**config.mk**
```make
export PLATFORM = sky130hd
export DESIGN_NAME = vga_sync_decoder
export DESIGN_NICKNAME = d
export VERILOG_FILES = /design/src/rtl/vga_sync_decoder.sv
export SDC_FILE = /design/constraint.sdc
export NUM_CORES = 1
export LEC_CHECK = 0
export CAP_MARGIN = 20
export CORE_UTILIZATION = 60
export CTS_BUF_LIST = sky130_fd_sc_hd__clkbuf_2
export DETAILED_ROUTE_END_ITERATION = 7
export HOLD_SLACK_MARGIN = 0.03
export MAX_ROUTING_LAYER = met4
export PLACE_DENSITY_LB_ADDON = 0.25
export RECOVER_POWER = 25
export SYNTH_ARGS = -nofsm -noshare
export SYNTH_HDL_FRONTEND = slang
export SYNTH_SLANG_ARGS = --single-unit
export TNS_END_PERCENT = 50
```
**constraint.sdc**
```tcl
create_clock -name iCLK -period 6.4 [get_ports iCLK]
set_input_delay 1.28 -clock iCLK [delete_from_list [all_inputs] [get_ports iCLK]]
set_output_delay 1.28 -clock iCLK [all_outputs]
set_load 0.02 [all_outputs]
```
**src/rtl/vga_sync_decoder.sv**
```systemverilog
// vga_sync_decoder: recovers pixel coordinates, DE and colour from a sampled VGA stream
// and tracks timing lock against the configured video mode.
module vga_sync_decoder #(
    parameter int   H_SYNC      = 96,
    parameter int   H_BACK      = 48,
    parameter int   H_ACT       = 640,
    parameter int   H_FRONT     = 16,
    parameter int   V_SYNC      = 2,
    parameter int   V_BACK      = 33,
    parameter int   V_ACT       = 480,
    parameter int   V_FRONT     = 10,
    parameter logic HS_POL      = 1'b0,
    parameter logic VS_POL      = 1'b0,
    parameter int   LOCK_FRAMES = 2
) (
    input  logic        iCLK,
    input  logic        reset,
    input  logic        iVGA_HS,
    input  logic        iVGA_VS,
    input  logic        iVGA_R,
    input  logic        iVGA_G,
    input  logic        iVGA_B,
    input  logic [9:0]  iProbe_X,
    input  logic [9:0]  iProbe_Y,
    output logic [9:0]  oX,
    output logic [9:0]  oY,
    output logic        oDE,
    output logic        oR,
    output logic        oG,
    output logic        oB,
    output logic        oLocked,
    output logic        oFrame_Start,
    output logic        oH_Err,
    output logic        oV_Err,
    output logic        oProbe_Valid,
    output logic [2:0]  oProbe_RGB,
    output logic [15:0] oFrame_Cnt
);
    localparam logic [9:0] H_TOTAL = 10'(H_SYNC + H_BACK + H_ACT + H_FRONT);
    localparam logic [9:0] H_LAST  = H_TOTAL - 10'd1;
    localparam logic [9:0] H_SM1   = 10'(H_SYNC - 1);
    localparam logic [9:0] H_A0    = 10'(H_SYNC + H_BACK);
    localparam logic [9:0] H_A1    = 10'(H_SYNC + H_BACK + H_ACT - 1);
    localparam logic [9:0] V_LAST  = 10'(V_SYNC + V_BACK + V_ACT + V_FRONT - 1);
    localparam logic [9:0] V_SM1   = 10'(V_SYNC - 1);
    localparam logic [9:0] V_A0    = 10'(V_SYNC + V_BACK);
    localparam logic [9:0] V_A1    = 10'(V_SYNC + V_BACK + V_ACT - 1);
    localparam logic [7:0] LOCK_N  = 8'(LOCK_FRAMES);

    typedef enum logic [1:0] {HUNT, ACQUIRE, LOCKED} state_t;

    state_t     state;
    logic       s_hs, s_vs, s_r, s_g, s_b;
    logic       hs_act_d, vs_prev, err_seen;
    logic [9:0] h_cnt, v_cnt;
    logic [7:0] good_cnt;

    logic       hs_act, vs_act, hs_rise, hs_fall, vs_start, vs_end;
    logic       h_err, v_err, err, active, de;
    logic [9:0] h_inc, v_inc, h_nxt, v_nxt;

    // h_nxt/v_nxt are the coordinates of the pixel currently held in s_*,
    // so colour and position leave the output stage aligned.
    always_comb begin
        hs_act   = s_hs == HS_POL;
        vs_act   = s_vs == VS_POL;
        hs_rise  = hs_act & ~hs_act_d;
        hs_fall  = ~hs_act & hs_act_d;
        vs_start = hs_rise & vs_act & ~vs_prev;
        vs_end   = hs_rise & ~vs_act & vs_prev;
        h_inc    = &h_cnt ? h_cnt : h_cnt + 10'd1;
        v_inc    = &v_cnt ? v_cnt : v_cnt + 10'd1;
        h_nxt    = hs_rise ? 10'd0 : h_inc;
        v_nxt    = vs_start ? 10'd0 : hs_rise ? v_inc : v_cnt;
        h_err    = state != HUNT && ((hs_rise && h_cnt != H_LAST) ||
                   (hs_fall && h_cnt != H_SM1) || (!hs_rise && h_cnt == H_TOTAL));
        v_err    = state != HUNT && ((vs_start && v_cnt != V_LAST) ||
                   (vs_end && v_cnt != V_SM1));
        err      = h_err | v_err;
        active   = h_nxt >= H_A0 && h_nxt <= H_A1 && v_nxt >= V_A0 && v_nxt <= V_A1;
        de       = active && state == LOCKED && !err;
    end

    assign oProbe_Valid = oDE && oX == iProbe_X && oY == iProbe_Y;

    always_ff @(posedge iCLK) begin
        if (reset) begin
            s_hs         <= ~HS_POL;
            s_vs         <= ~VS_POL;
            s_r          <= 1'b0;
            s_g          <= 1'b0;
            s_b          <= 1'b0;
            hs_act_d     <= 1'b0;
            vs_prev      <= 1'b0;
            err_seen     <= 1'b0;
            h_cnt        <= '0;
            v_cnt        <= '0;
            good_cnt     <= '0;
            state        <= HUNT;
            oX           <= '0;
            oY           <= '0;
            oDE          <= 1'b0;
            oR           <= 1'b0;
            oG           <= 1'b0;
            oB           <= 1'b0;
            oLocked      <= 1'b0;
            oFrame_Start <= 1'b0;
            oH_Err       <= 1'b0;
            oV_Err       <= 1'b0;
            oProbe_RGB   <= '0;
            oFrame_Cnt   <= '0;
        end else begin
            s_hs         <= iVGA_HS;
            s_vs         <= iVGA_VS;
            s_r          <= iVGA_R;
            s_g          <= iVGA_G;
            s_b          <= iVGA_B;
            hs_act_d     <= hs_act;
            vs_prev      <= hs_rise ? vs_act : vs_prev;
            h_cnt        <= h_nxt;
            v_cnt        <= v_nxt;
            oH_Err       <= h_err;
            oV_Err       <= v_err;
            oDE          <= de;
            oX           <= de ? h_nxt - H_A0 : '0;
            oY           <= de ? v_nxt - V_A0 : '0;
            oR           <= de & s_r;
            oG           <= de & s_g;
            oB           <= de & s_b;
            oFrame_Start <= 1'b0;
            if (oProbe_Valid)
                oProbe_RGB <= {oR, oG, oB};
            case (state)
                HUNT: if (vs_start) begin
                    state    <= ACQUIRE;
                    good_cnt <= '0;
                    err_seen <= 1'b0;
                end
                ACQUIRE: if (vs_start) begin
                    err_seen <= 1'b0;
                    if (err || err_seen)
                        good_cnt <= '0;
                    else if (good_cnt + 8'd1 == LOCK_N) begin
                        state        <= LOCKED;
                        good_cnt     <= '0;
                        oLocked      <= 1'b1;
                        oFrame_Start <= 1'b1;
                        oFrame_Cnt   <= oFrame_Cnt + 16'd1;
                    end else
                        good_cnt <= good_cnt + 8'd1;
                end else if (err) begin
                    err_seen <= 1'b1;
                    good_cnt <= '0;
                end
                LOCKED: if (err) begin
                    state   <= HUNT;
                    oLocked <= 1'b0;
                end else if (vs_start) begin
                    oFrame_Start <= 1'b1;
                    oFrame_Cnt   <= oFrame_Cnt + 16'd1;
                end
                default: state <= HUNT;
            endcase
        end
    end
endmodule

```
==> metrics.txt <==
status finished, violations left; failing checks capacitance limit, slew limit; drt total wl around 11 mm; all-layer global routing usage around 27%; CTS tree built; 1st-pass router iterations 5; first-pass GRT wire length 17.6 mm; RSZ-0062 raised after global routing false; die area 8160 um^2; switching power 0.246 mW; Root Buffer clkbuf_2; area of the mapped netlist 4680 um^2; Slew Viols, Final 66; share of layout cells above drive strength 1 9.09%; Register-to-Register Path Depth 11; Final setup viols 0; initial antenna violation count 0; placer congestion estimate 0.925; Met3 Wirelength ~580 um; GRT overflow 0; met2 wire length slightly above 5 mm; post-synthesis sequential area ratio 36.3%; internal power around 0.67 mW; DR top layer met4; HPWL after DPL 7.61 mm; clk sinks 85; critical path class input pin to output port; # Post-CTS Setup Buffers 0; Crit. End Element output port; Syn Area/Cell 8.70 um^2; Max Cap Viol 1; fin crit share 74.1%; clock buffer depth 2; Syn Nets 581; clock latency at the later pin of the worst-skew pair 550 ps; Vias/cell 5.93; post-synth top area share 36.3%; Area Overhead vs Synth 18.2%; min Tclk post-route 4750 ps; DRT iter0 DRCs approximately 290; Post-Syn Instances 538; WP data required 5120 ps; WP data arrival 3470 ps; row cnt 31; largest net degree at the start of global routing 66; Static Leak 2.00 nW; CTS Buf Count 9; PD cells 166 nW/um^2; Netlist cell types 70; H-tree depth 3; Post-Layout Cell Count 704; switching share of power 26.8%; core footprint 7410 um^2; I/O pin cnt 75; Relative slew margins -84.0%; worst hold path type register to register; Setup crit start iProbe_Y[6]; number of synthesized register bits 85; Critical Path Source Type input pin; number of remaining DRC errors 0; fmax 0.211 GHz; fin nets 643; yosys synthesis warning count 0; Synth Flop Type dfxtp_1; Hold Path Depth 2; Clk pwr share ~29%; Flop pwr share 59.6%; EDFF count, synth 0; post-CTS resize count 0; Die Height 90.3 um; layout filler cell count 564; DRT antenna net count 0; Max VDD drop ~150 uV; diodes inserted 0; Port Buffers 74; Initial Util 63.2%; Fin Clk Skew 32.5 ps; Placed Cells between 600 and 700; top-count cell post-synth dfxtp_1; vias in the first global route 3891; ranking of synthesized cells by area dfxtp_1, ha_1, xor2_1, xnor2_1, nor2_1; combinational power share 11.0%; Worst-path clk slew 220 ps; met1 wire length ~4.8 mm; Synth area leader dfxtp_1; hold path start s_g; worst reg2reg path startpoint h_cnt[0]; setup TNS 0 ps; Post-synth top cells dfxtp_1, nor2_1, nand2_1, a21oi_1; post-layout util between 70 and 80%; Hold Vio Cnt, Final 0; vias post-DR about 4200; Die Span X 90.3 um; Worst Max-Slew Pin Slew 2760 ps; Final Power 0.918 mW; CTS Hold Bufs 0; routed length per placed instance between 15 and 20 um; ys async rst share 0%; critical path peak fanout 4
-- final cells by class --
type | instances | area [um^2] | area share (%)
clock buffers | 9 | 45.0 | 0.814
inverters | 21 | 78.8 | 1.42
flip-flops and latches | 85 | 1700 | 30.8
well taps | 99 | 124 | 2.24
clock inverters | 7 | 66.3 | 1.20
multi-input cells | 405 | 2760 | 49.8
repair buffers | 78 | 762 | 13.8
-- critical path, stage by stage --
cell and delay [ps]:
clkdlybuf4s50_1 410, xor2_1 190, nor4_1 330, nand4_1 140, nor3_1 420, clkdlybuf4s50_1 690
-- cell families (layout without fill, tap and decap cells) --
| logic type | count (synthesis) | after routing | share of synthesized area, % |
|---|---|---|---|
| simple gates | 247 | 247 | 31.1 |
| compound gates | 96 | 96 | 14.5 |
| flops | 85 | 85 | 36.3 |
| buf+inv | 48 | 115 | 4.94 |
| xor+xnor | 38 | 38 | 7.11 |
| fa+ha+maj | 16 | 16 | 4.28 |
| mux | 8 | 8 | 1.82 |
-- power by group through the flow --
stage                     combinational [mW]  sequential [mW]  clock, mW
final                                  0.101            0.547      0.270
after global routing                   0.110            0.549      0.297
after CTS                              0.101            0.547      0.272
after detailed placement              0.0996            0.557          0
after global placement                0.0965            0.556          0
after floorplan                       0.0621            0.557          0
-- cells in the final DEF (no fill, tap or decap), drive strengths merged, types with 4 or more instances in the layout --
cell type and n:
a31oi 7, mux2i 7, nor4 12, clkinv 4, nand4 14, clkbuf 10, dfxtp 85, buf 4
or2 6, nand2b 8, nor3 17, inv 21, or4b 4, o21ai 15, xor2 20, or3 16
clkdlybuf4s50 73, a311oi 7, nand2 31, o211ai 7, and3 5, and2 12, xnor2 18, ha 16
a21oi 22, nor2b 13, nor2 60, nand3b 6, nand3 23, nor3b 6, and4 5
-- sequential cells by signal, indices dropped and copies added (netlist names), 2 cells and up --
signal and flops:
oX 10, h_cnt 10, v_cnt 10, state 2, oProbe_RGB 3, oFrame_Cnt 16
oY 10, good_cnt 8
-- metal layers --
layer	vias to the layer above	track usage, %
met2	143	46.0
met3	17	3.87
met4	0	9.54
li1	2074	-
met1	1941	32.4
met5	-	-
-- path summary, 6_finish.rpt --
path         slack [ps]           end
max                1650  oProbe_Valid
max reg2reg        2480         oX[7]
min                 440            oG
min reg2reg         440            oG
-- stage by stage --
step                      hold slack [ps]  setup slack, ps  cell area, um^2
after global routing                  453             1560             5530
after CTS                             438             1640             5540
after detailed placement              414             1650             5430
final                                 435             1650             5530
after floorplan                       408             2650             4680
after global placement                411             1700             5430
(Power assumes the default switching activity.)
==> patch (same settings) <==
Register the output `oX` once more, with the module's reset; this adds one clock of latency there. The other outputs are not delayed to match.
--- a/src/rtl/vga_sync_decoder.sv
+++ b/src/rtl/vga_sync_decoder.sv
@@ -51,2 +51,4 @@
 
+    logic [9:0] oX_s0;
+
     state_t     state;
@@ -83,3 +85,3 @@
 
-    assign oProbe_Valid = oDE && oX == iProbe_X && oY == iProbe_Y;
+    assign oProbe_Valid = oDE && oX_s0 == iProbe_X && oY == iProbe_Y;
 
@@ -99,3 +101,3 @@
             state        <= HUNT;
-            oX           <= '0;
+            oX_s0        <= '0;
             oY           <= '0;
@@ -124,3 +126,3 @@
             oDE          <= de;
-            oX           <= de ? h_nxt - H_A0 : '0;
+            oX_s0        <= de ? h_nxt - H_A0 : '0;
             oY           <= de ? v_nxt - V_A0 : '0;
@@ -165,2 +167,10 @@
     end
+    always_ff @(posedge iCLK) begin
+        if (reset) begin
+            oX <= '0;
+        end else begin
+            oX <= oX_s0;
+        end
+    end
+
 endmodule
Check against the original RTL: no difference found for any inputs over 10 cycles, from zero or initial values and one cycle with reset high; that may be too few to reach the edited logic, so the function may still have changed.
==> patch against the original RTL <==
Critical endpoint unchanged. Hold slack got worse by 0.022 ns. Total power increased by 7.9%. Sequential cell count up 10. Synthesized area is 5.4% higher. Core utilization decreased by 0.74 points. Critical path depth unchanged. Highest routed layer unchanged. The flow still finishes with violations (capacitance limit, slew limit). Largest cell class unchanged. Setup slack got worse by 0.13 ns. Wire length up 14%. Sequential share of layout area rose by 2.0 points. Critical path type unchanged. Final area up 4.9%. Cell count is 4.0% higher.
==> patch: results (changes against the original RTL) <==
dp.cells: 716  # +4.1%
irDropWorstVdd_mv: 0.127  # -12%
ys_seq_area_share_pct: 38.5  # +2.2 points
arrival_ns: 3.59  # +0.12 ns
synth_seq_cells: 95  # +12%
clockNetworkAreaShare_pct: 1.75  # -0.27 points
outcome: "finished with violations"
placed_cell_area_um2: 5710  # +5.2%
critical-path-max-stage-delay_ns: 0.72  # +0.03 ns
buf_share_pct: 12.9  # -0.90 points
grt_max_degree: 72  # +9.1%
synth_fa_ha_area_share_pct: 4.06  # -0.22 points
fin_nets: 668  # +3.9%
die-area_um2: 8590  # +5.3%
drive_gt1_share_pct: 8.57  # -0.52 points
cap_violations: 1  # unchanged
clock_skew_ns: 0.0318  # -0.000729 ns
track_usage_pct: 29.3  # +2.4 points
largest_register: "oFrame_Cnt"
num-nonclk-inverters: 25  # +19%
multi_input_cells: 418  # +3.2%
nNonClkBuffers: 76  # -2.6%
nClkBuffers: 10  # +1
dr.first_iter.drc_count: 248  # -15%
synth_ff_type: "dfxtp_1"
grt_pass1_wl_um: 19300  # +9.5%
seq_share_pct: 32.8  # +2.0 points
path_clk_slew_ns: 0.27  # +0.05 ns
ys_types: 76  # +8.6%
multi_input_area_um2: 2830  # +2.8%
violations: "capacitance limit, slew limit"
vias: 4485  # +7.4%
synthMuxAreaShare_pct: 2.33  # +0.52 points
gp_congestion: 0.911  # -1.6%
antennaDiodeCount: 0  # unchanged
syn_nets: 604  # +4.0%
p_leak_nw: 2.02  # +1.4%
synthXorXnorAreaFrac_pct: 5.86  # -1.3 points
final.fill_count: 599  # +6.2%
worst_path_max_delay_cell: "clkdlybuf4s50_1"
syn_avg_cell_area_um2: 8.80  # +1.1%
synth-compound-area-share_pct: 18.5  # +4.1 points
relSlewSlack_pct: -103  # -19 points
synth_common_cells: "dfxtp_1 (95), nor2_1 (70), nand2_1 (31), a21oi_1 (25), inv_1 (25)"
grt_pass1_vias: 4071  # +4.6%
cp_max_fo: 4  # unchanged
wl_um: 12100  # +14%
slew_violations: 72  # +9.1%
r2r_start: "h_cnt[1]"
drt_first_pass_iters: 6  # +1
worstSkewPairLatency_ns: 0.58  # +0.03 ns
p_sw_w: 0.000284  # +16%
startpoint: "iProbe_Y[1]"
[patch: changes by cell type in the layout (fill, tap and decap cells not counted), sizes merged, moves of 5 or more]
cell and change:
nand2b +5, dfxtp +10, nand3 -6, a211oi +11, nor2 +11, or3 -14
and3 +5, nor2b +8, inv +7, and2 -8
[patch: worst paths after layout]
path | endpoint | slack [ns] | depth (start not counted)
hold / removal | oG | 0.41 | 2
setup reg to reg | oY[5] | 2.39 | 10
hold reg to reg | oG | 0.41 | 2
setup / recovery | oProbe_Valid | 1.53 | 6
[patch: power groups by stage]
| stage | Combinational, W | Clock, W | Sequential (W) |
|---|---|---|---|
| 6_report | 0.000104 | 0.000276 | 0.000611 |
| 5_1_grt | 0.000113 | 0.000311 | 0.000612 |
| 4_1_cts | 0.000103 | 0.000277 | 0.000610 |
| 3_5_place_dp | 0.000103 | 0 | 0.000621 |
| 3_3_place_gp | 0.0000989 | 0 | 0.000620 |
| 2_1_floorplan | 0.0000638 | 0 | 0.000620 |
[patch: through the flow]
stage               utilization [%]  setup WS, ns  power, W
finish                         73.9          1.53  0.000990
CTS                            74.0          1.53  0.000991
detailed placement             72.7          1.54  0.000724
global placement               72.7          1.62  0.000719
global route                   73.9          1.35   0.00104
floorplan                         -          2.55  0.000683
[patch: cells by family after synthesis]
logic type / after synthesis
mux: 11
flops: 95
xor+xnor: 33
fa+ha+maj: 16
buf+inv: 48
simple gates: 237
compound gates: 121
[patch: routing by layer]
layer	global-route usage, %	vias up	wire length (um)
li1	-	2156	-
met1	34.3	2090	5050
met2	49.9	197	5990
met3	4.84	42	736
met4	12.4	0	356
met5	-	-	0
[patch: tightest hold or removal path, cell delays in order (launching register included)]
cell     delay [ns]
dfxtp_1        0.36
inv_1          0.04
nor2_1         0.04
